File: src/rtl/mips_mem_pkg.sv
`default_nettype none
// ============================================================================
// Module      : mips_mem_pkg
// Description : Shared definitions for the memory-access pipeline stage:
//               FSM state encoding, default datapath widths and the
//               hard-wired zero register index.
// Revision    : 1.0 - initial release
// ============================================================================
package mips_mem_pkg;

    localparam int WIDTH_DEFAULT   = 32;
    localparam int REGBITS_DEFAULT = 5;

    // Register index that can never be written.
    localparam int REG_ZERO = 0;

    typedef enum logic [0:0] {
        ST_IDLE   = 1'b0,
        ST_ACCESS = 1'b1
    } state_t;

endpackage : mips_mem_pkg
`default_nettype wire

File: src/rtl/pipeline_mem_fsm.sv
`default_nettype none
// ============================================================================
// Module      : pipeline_mem_fsm
// Description : Control FSM for the memory-access stage. Tracks whether a
//               data-memory access is outstanding, produces the upstream
//               ready, the memory request and a one-cycle completion strobe.
// Ports       : clk          - clock, rising edge
//               reset        - asynchronous, active-high reset
//               start_access - an accepted, issuable memory instruction
//               memack       - memory completes the access this cycle
//               ex_ready     - stage idle and able to accept
//               memreq       - access outstanding
//               ack_done     - access completes on this edge
// Revision    : 1.0 - initial release
// ============================================================================
module pipeline_mem_fsm
    import mips_mem_pkg::*;
(
    input  logic clk,
    input  logic reset,
    input  logic start_access,
    input  logic memack,
    output logic ex_ready,
    output logic memreq,
    output logic ack_done
);

    state_t state_q;
    state_t state_d;

    // Asynchronous reset makes memreq drop as soon as reset asserts, which
    // abandons any in-flight access without waiting for a clock edge.
    always_ff @(posedge clk or posedge reset) begin
        if (reset) begin
            state_q <= ST_IDLE;
        end else begin
            state_q <= state_d;
        end
    end

    always_comb begin
        state_d = state_q;
        case (state_q)
            ST_IDLE: begin
                if (start_access) begin
                    state_d = ST_ACCESS;
                end
            end
            ST_ACCESS: begin
                if (memack) begin
                    state_d = ST_IDLE;
                end
            end
            default: state_d = ST_IDLE;
        endcase
    end

    assign ex_ready = (state_q == ST_IDLE);
    assign memreq   = (state_q == ST_ACCESS);
    // memack is only meaningful while a request is outstanding.
    assign ack_done = memreq && memack;

endmodule : pipeline_mem_fsm
`default_nettype wire

File: src/rtl/pipeline_mem.sv
`default_nettype none
// ============================================================================
// Module      : pipeline_mem
// Description : Memory-access pipeline stage. Holds the EX/MEM register,
//               runs the data-memory request/acknowledge handshake, stalls
//               upstream while an access is outstanding and produces
//               registered MEM/WB results (one wb_valid pulse per retired
//               instruction).
// Config      : MEM_ALIGN_CHECK_EN - when defined, memory instructions with a
//               non word-aligned address are not issued; they retire at once
//               with exc_misalign. When undefined, exc_misalign is tied 0.
// Ports       : clk, reset (async, active-high)
//               ex_*      - execution-stage instruction and handshake
//               mem*      - data-memory request/ack interface
//               wb_*      - registered write-back results
//               exc_misalign - misaligned-access pulse
// Revision    : 1.0 - initial release
// ============================================================================
module pipeline_mem
    import mips_mem_pkg::*;
#(
    parameter int WIDTH   = WIDTH_DEFAULT,
    parameter int REGBITS = REGBITS_DEFAULT
) (
    input  logic               clk,
    input  logic               reset,
    input  logic               ex_valid,
    output logic               ex_ready,
    input  logic               ex_memread,
    input  logic               ex_memwrite,
    input  logic               ex_regwrite,
    input  logic [WIDTH-1:0]   ex_aluout,
    input  logic [WIDTH-1:0]   ex_writedata,
    input  logic [REGBITS-1:0] ex_writereg,
    output logic               memreq,
    output logic               memwe,
    output logic [WIDTH-1:0]   memaddr,
    output logic [WIDTH-1:0]   memwdata,
    input  logic               memack,
    input  logic [WIDTH-1:0]   memrdata,
    output logic               wb_valid,
    output logic               wb_regwrite,
    output logic [REGBITS-1:0] wb_writereg,
    output logic [WIDTH-1:0]   wb_result,
    output logic               exc_misalign
);

    logic w_accept;
    logic w_is_mem;
    logic w_misalign;
    logic w_regwrite;
    logic w_ack_done;

    // EX/MEM register
    logic [WIDTH-1:0]   memaddr_q,  memaddr_d;
    logic [WIDTH-1:0]   memwdata_q, memwdata_d;
    logic               memwe_q,    memwe_d;
    logic               is_load_q,  is_load_d;
    logic               regwrite_q, regwrite_d;
    logic [REGBITS-1:0] writereg_q, writereg_d;

    // MEM/WB register
    logic               wb_valid_q,    wb_valid_d;
    logic               wb_regwrite_q, wb_regwrite_d;
    logic [REGBITS-1:0] wb_writereg_q, wb_writereg_d;
    logic [WIDTH-1:0]   wb_result_q,   wb_result_d;

    assign w_accept = ex_valid && ex_ready;
    assign w_is_mem = ex_memread || ex_memwrite;

`ifdef MEM_ALIGN_CHECK_EN
    logic exc_misalign_q;

    assign w_misalign = w_is_mem && (ex_aluout[1:0] != 2'b00);

    always_ff @(posedge clk or posedge reset) begin
        if (reset) begin
            exc_misalign_q <= 1'b0;
        end else begin
            exc_misalign_q <= w_accept && w_misalign;
        end
    end

    assign exc_misalign = exc_misalign_q;
`else
    assign w_misalign   = 1'b0;
    assign exc_misalign = 1'b0;
`endif

    // Stores (including the illegal load+store combination, which is treated
    // as a store) never write a register, nor does the zero register.
    assign w_regwrite = ex_regwrite && !ex_memwrite &&
                        (ex_writereg != REGBITS'(REG_ZERO));

    pipeline_mem_fsm u_fsm (
        .clk          (clk),
        .reset        (reset),
        .start_access (w_accept && w_is_mem && !w_misalign),
        .memack       (memack),
        .ex_ready     (ex_ready),
        .memreq       (memreq),
        .ack_done     (w_ack_done)
    );

    always_comb begin
        memaddr_d     = memaddr_q;
        memwdata_d    = memwdata_q;
        memwe_d       = memwe_q;
        is_load_d     = is_load_q;
        regwrite_d    = regwrite_q;
        writereg_d    = writereg_q;
        wb_valid_d    = 1'b0;
        wb_regwrite_d = wb_regwrite_q;
        wb_writereg_d = wb_writereg_q;
        wb_result_d   = wb_result_q;

        // accept and ack_done are exclusive: one needs IDLE, the other ACCESS.
        if (w_accept) begin
            memaddr_d  = ex_aluout;
            memwdata_d = ex_writedata;
            memwe_d    = ex_memwrite;
            is_load_d  = ex_memread && !ex_memwrite;
            regwrite_d = w_regwrite;
            writereg_d = ex_writereg;
            // Non-memory and rejected (misaligned) instructions retire
            // directly from the accept edge.
            if (!w_is_mem || w_misalign) begin
                wb_valid_d    = 1'b1;
                wb_regwrite_d = w_regwrite && !w_misalign;
                wb_writereg_d = ex_writereg;
                wb_result_d   = ex_aluout;
            end
        end else if (w_ack_done) begin
            wb_valid_d    = 1'b1;
            wb_regwrite_d = regwrite_q;
            wb_writereg_d = writereg_q;
            wb_result_d   = is_load_q ? memrdata : memaddr_q;
        end
    end

    always_ff @(posedge clk or posedge reset) begin
        if (reset) begin
            memaddr_q     <= '0;
            memwdata_q    <= '0;
            memwe_q       <= 1'b0;
            is_load_q     <= 1'b0;
            regwrite_q    <= 1'b0;
            writereg_q    <= '0;
            wb_valid_q    <= 1'b0;
            wb_regwrite_q <= 1'b0;
            wb_writereg_q <= '0;
            wb_result_q   <= '0;
        end else begin
            memaddr_q     <= memaddr_d;
            memwdata_q    <= memwdata_d;
            memwe_q       <= memwe_d;
            is_load_q     <= is_load_d;
            regwrite_q    <= regwrite_d;
            writereg_q    <= writereg_d;
            wb_valid_q    <= wb_valid_d;
            wb_regwrite_q <= wb_regwrite_d;
            wb_writereg_q <= wb_writereg_d;
            wb_result_q   <= wb_result_d;
        end
    end

    assign memaddr     = memaddr_q;
    assign memwdata    = memwdata_q;
    assign memwe       = memwe_q && memreq;
    assign wb_valid    = wb_valid_q;
    assign wb_regwrite = wb_regwrite_q;
    assign wb_writereg = wb_writereg_q;
    assign wb_result   = wb_result_q;

endmodule : pipeline_mem
`default_nettype wire

File: config.mk
export PLATFORM = sky130hd
export DESIGN_NAME = pipeline_mem
export DESIGN_NICKNAME = d
export VERILOG_FILES = /design/src/rtl/mips_mem_pkg.sv /design/src/rtl/pipeline_mem_fsm.sv /design/src/rtl/pipeline_mem.sv
export SDC_FILE = /design/constraint.sdc
export NUM_CORES = 1
export LEC_CHECK = 0
export BUFFER_PORTS_ARGS = -buffer_cell sky130_fd_sc_hd__buf_2
export CORE_ASPECT_RATIO = 0.6
export CORE_MARGIN = 5
export CORE_UTILIZATION = 40
export CTS_CLUSTER_DIAMETER = 100
export DETAILED_ROUTE_END_ITERATION = 6
export PLACE_DENSITY_LB_ADDON = 0.12
export REMOVE_ABC_BUFFERS = 1
export SLEW_MARGIN = 5
export SYNTH_ARGS = -nofsm -noshare
export SYNTH_HDL_FRONTEND = slang
export SYNTH_SLANG_ARGS = --single-unit
export TNS_END_PERCENT = 50
File: constraint.sdc
create_clock -name clk -period 6 [get_ports clk]
set_input_delay 1.2 -clock clk [delete_from_list [all_inputs] [get_ports clk]]
set_output_delay 1.2 -clock clk [all_outputs]
set_load 0.02 [all_outputs]
==> summary.md <==
| Metric | Value |
|---|---|
| Total number of vias | `between 4,000 and 5,000` |
| Final number of hold-violating endpoints | `0` |
| Syn Inst Count | `between 400 and 500` |
| First-pass GRT wire length | `22,700 µm` |
| Hold-critical path depth | `2` |
| Placement Setup Slack | `roughly 2.5 ns` |
| Min Tclk post-route | `approximately 3.2 ns` |
| Fmax | `around 0.32 GHz` |
| CORE AREA | `12,100 µm²` |
| Mapped cell area | `approximately 5000 µm²` |
| Number of global-route vias before repair | `between 4,000 and 5,000` |
| Max clock buf depth | `2` |
| Pwr Total | `between 2 and 3 mW` |
| CTS tree | `done` |
| Largest net degree at the start of global routing | `between 70 and 80` |
| Die ar. | `around 15,000 µm²` |
| Die width | `between 150 and 200 µm` |
| Register bit total from synthesis | `about 110` |
| Placer Congestion | `0.775` |
| Worst r2r path cells | `5` |
| Startpoint types | `primary input` |
| Antenna viol nets, final | `0` |
| CP max stage cell | `inv_2` |
| Post-synth cell types | `28` |
| Global route total overflow | `0` |
| Clk_lat worst skew | `about 0.34 ns` |
| Die outline height | `~97 µm` |
| Crit path DAT | `around 3.4 ns` |
| Sw Share | `0.360` |
| Antenna cells | `0` |
| Switching pwr | `approximately 940 µW` |
| Worst path cell trace | `buf_2, nor2b_4, a21boi_2, inv_2, mux2_2` |
| Peak supply drop | `0.000178 V` |
| Slew @ Worst Pin | `approximately 1.1 ns` |
| Post-synth top area share | `0.560` |
| Row cnt | `31` |
| Worst Hold End | `memwdata[26]$_DFFE_PP0P_` |
| GRT Overall Usage | `0.188` |
| Register area share after synthesis | `0.560` |
| Synth area leader | `dfrtp_1` |
| Final #Nets | `770` |
| Slew headroom | `0.292` |
| Setup Skew | `just under 0.007 ns` |
| Max stage delay on crit path | `0.77 ns` |
| Setup bufs post-CTS | `0` |
| CP Capture Type | `register` |
| Status | `finished, final reports clean` |
| Worst hold start | `memwdata[26]$_DFFE_PP0P_` |
| RSZ-0062 raised after global routing | `false` |
| Internal power | `between 1.5 and 2 mW` |
| TritonCTS sink count | `roughly 110` |
| CP Data Required Time | `about 6.2 ns` |
| Post-cts sizing count | `0` |
| Cell area power density | `a little over 400 nW/µm²` |
| Comb power frac | `0.350` |
| 1st-iter DRT viols | `178` |
| CTS H-Tree Depth | `3` |
| # setup viols final | `0` |
| FF-to-FF End | `wb_result[23]$_DFFE_PP0P_` |
| Kind of critical path | `in -> reg` |
| Final setup TNS | `0 ns` |
| IO buf count | `~210` |
| Fraction of layout instances using a drive strength above 1 | `0.417` |
| Clock Power Share | `0.227` |
| Commonest non-fill, non-tap cells in the layout | `213 x buf_2, 165 x nand2_1, 111 x dfrtp_1` |
| Fin crit share | `0.525` |
| I/O pins | `215` |
| Clock slew at reported path FFs | `0.07 ns` |
| Worst-path fanout max | `38` |
| Initial antenna violation count | `0` |
| WL final | `13,900 µm` |
| Clock root buffer | `clkbuf_16` |
| Hold_buf cts | `0` |
| # DRC | `0` |
| Max-Cap Viols | `0` |
| Avg Inst Size Synth | `around 11 µm²` |
| WL/cell | `approximately 17 µm` |
| R2R setup slack | `3.37 ns` |
| Yosys Warn Count | `0` |
| TritonCTS buffer count | `9` |
| Worst r2r src | `u_fsm.memreq$_DFF_PP0_` |
| Max Transition Viols Final | `0` |
| First drt pass iteration count | `4` |
| Leak Pwr | `3.42 nW` |
| Main area contributors after synthesis | `dfrtp_1 56%, nand2_1 12%, mux2i_1 6.4%, mux2_4 5.7%, mux2_2 5.2%` |
| Reg power frac | `0.424` |
| Final HPWL DP | `around 9700 µm` |
| Worst min path class | `reg -> reg` |
| Starting Density | `0.412` |
| Commonest non-fill, non-tap cell in the layout | `buf_2` |
| Via density | `~4.9` |
| Area grow syn2layout | `28.1%` |
| Final worst setup slack | `between 2 and 3 ns` |
[layer usage]
metal | vias to the layer above | routed length (µm) | global-route usage
met2 | 163 | 6290 | 0.295
met3 | 8 | 1420 | 0.0767
met4 | 0 | 108 | 0.0373
met5 | - | 0 | 0
met1 | 1960 | 6120 | 0.248
li1 | 1927 | - | -
[area by class of cell]
cell class                      count  area [µm²]
Tap cell                          165         206
Timing Repair Buffer              217        1100
Clock inverter                      3        42.5
Sequential cell                   112        2800
Multi-Input combinational cell    319        2000
Fill cell                        1145        5730
Inverter                            3        13.8
Clock buffer                       12         246
[power by group through the flow]
stage	clock network [mW]	logic (mW)	registers (mW)
after CTS	0.609	0.927	1.11
after global routing	0.644	0.990	1.14
after global placement	0	0.911	1.11
after floorplan	0	0.333	1.34
final	0.592	0.912	1.11
after detailed placement	0	0.928	1.12
[worst max path at each step]
stage                        start  slack (ns)  cells after the start                          to
after floorplan              reset        1.84                      1       is_load_q$_DFFE_PP0P_
after global placement    ex_valid        2.50                      5  wb_writereg[2]$_DFFE_PP0P_
after detailed placement  ex_valid        2.46                      5   wb_result[22]$_DFFE_PP0P_
after CTS                 ex_valid        2.82                      5   wb_result[23]$_DFFE_PP0P_
after global routing      ex_valid        2.73                      5  wb_writereg[1]$_DFFE_PP0P_
final                     ex_valid        2.85                      5   wb_result[23]$_DFFE_PP0P_
[kinds of logic after synthesis]
| logic type | after synthesis | synth area share |
|---|---|---|
| and+or+nand+nor | 206 | 0.184 |
| DFF | 112 | 0.560 |
| muxes | 74 | 0.173 |
| AOI/OAI and AO/OA | 38 | 0.0408 |
| buffers and inverters | 36 | 0.0408 |
| other | 1 | 0.000750 |
[synth_stat cells]
library cell    n
a21boi_2        1
mux2_2         23
buf_4           3
nand3b_1       32
mux2_4         19
o22ai_1         1
buf_8           2
a21oi_1         1
o311ai_0        1
nor2_1          2
nor4_1          1
inv_1           2
nor2b_4         1
conb_1          1
buf_1           3
nor4bb_1        1
buf_6           3
mux2i_1        32
o31ai_1         1
nand2_1       165
inv_2           1
or3_1           1
buf_2          10
nand2b_1        2
clkbuf_1       12
and2_1          1
o21ai_0        33
dfrtp_1       112
[critical path: cells and delay by family]
family | cells | cell delay, ns
AOI/OAI and AO/OA | 1 | 0.07
buffers and inverters | 2 | 1.36
muxes | 1 | 0.42
and+or+nand+nor | 1 | 0.29
[metrics by stage]
step / util / hold WS [ns] / instance area (µm²) / std cells
2_1_floorplan: - / 0.438 / 4810 / 434
3_3_place_gp: 0.504 / 0.454 / 6120 / 816
3_5_place_dp: 0.504 / 0.457 / 6120 / 816
4_1_cts: 0.528 / 0.473 / 6410 / 831
5_1_grt: 0.528 / 0.493 / 6410 / 831
6_report: 0.528 / 0.470 / 6410 / 831
[sequential cells by signal, summed over array words and instances (netlist names)]
register and cells:
writereg_q 5, memwdata 32, regwrite_q 1, memwe_q 1
memaddr 32, u_fsm.memreq 1, is_load_q 1, wb_writereg 5
wb_valid 1, wb_regwrite 1, wb_result 32
No activity file was read; power rests on OpenSTA's default activity.
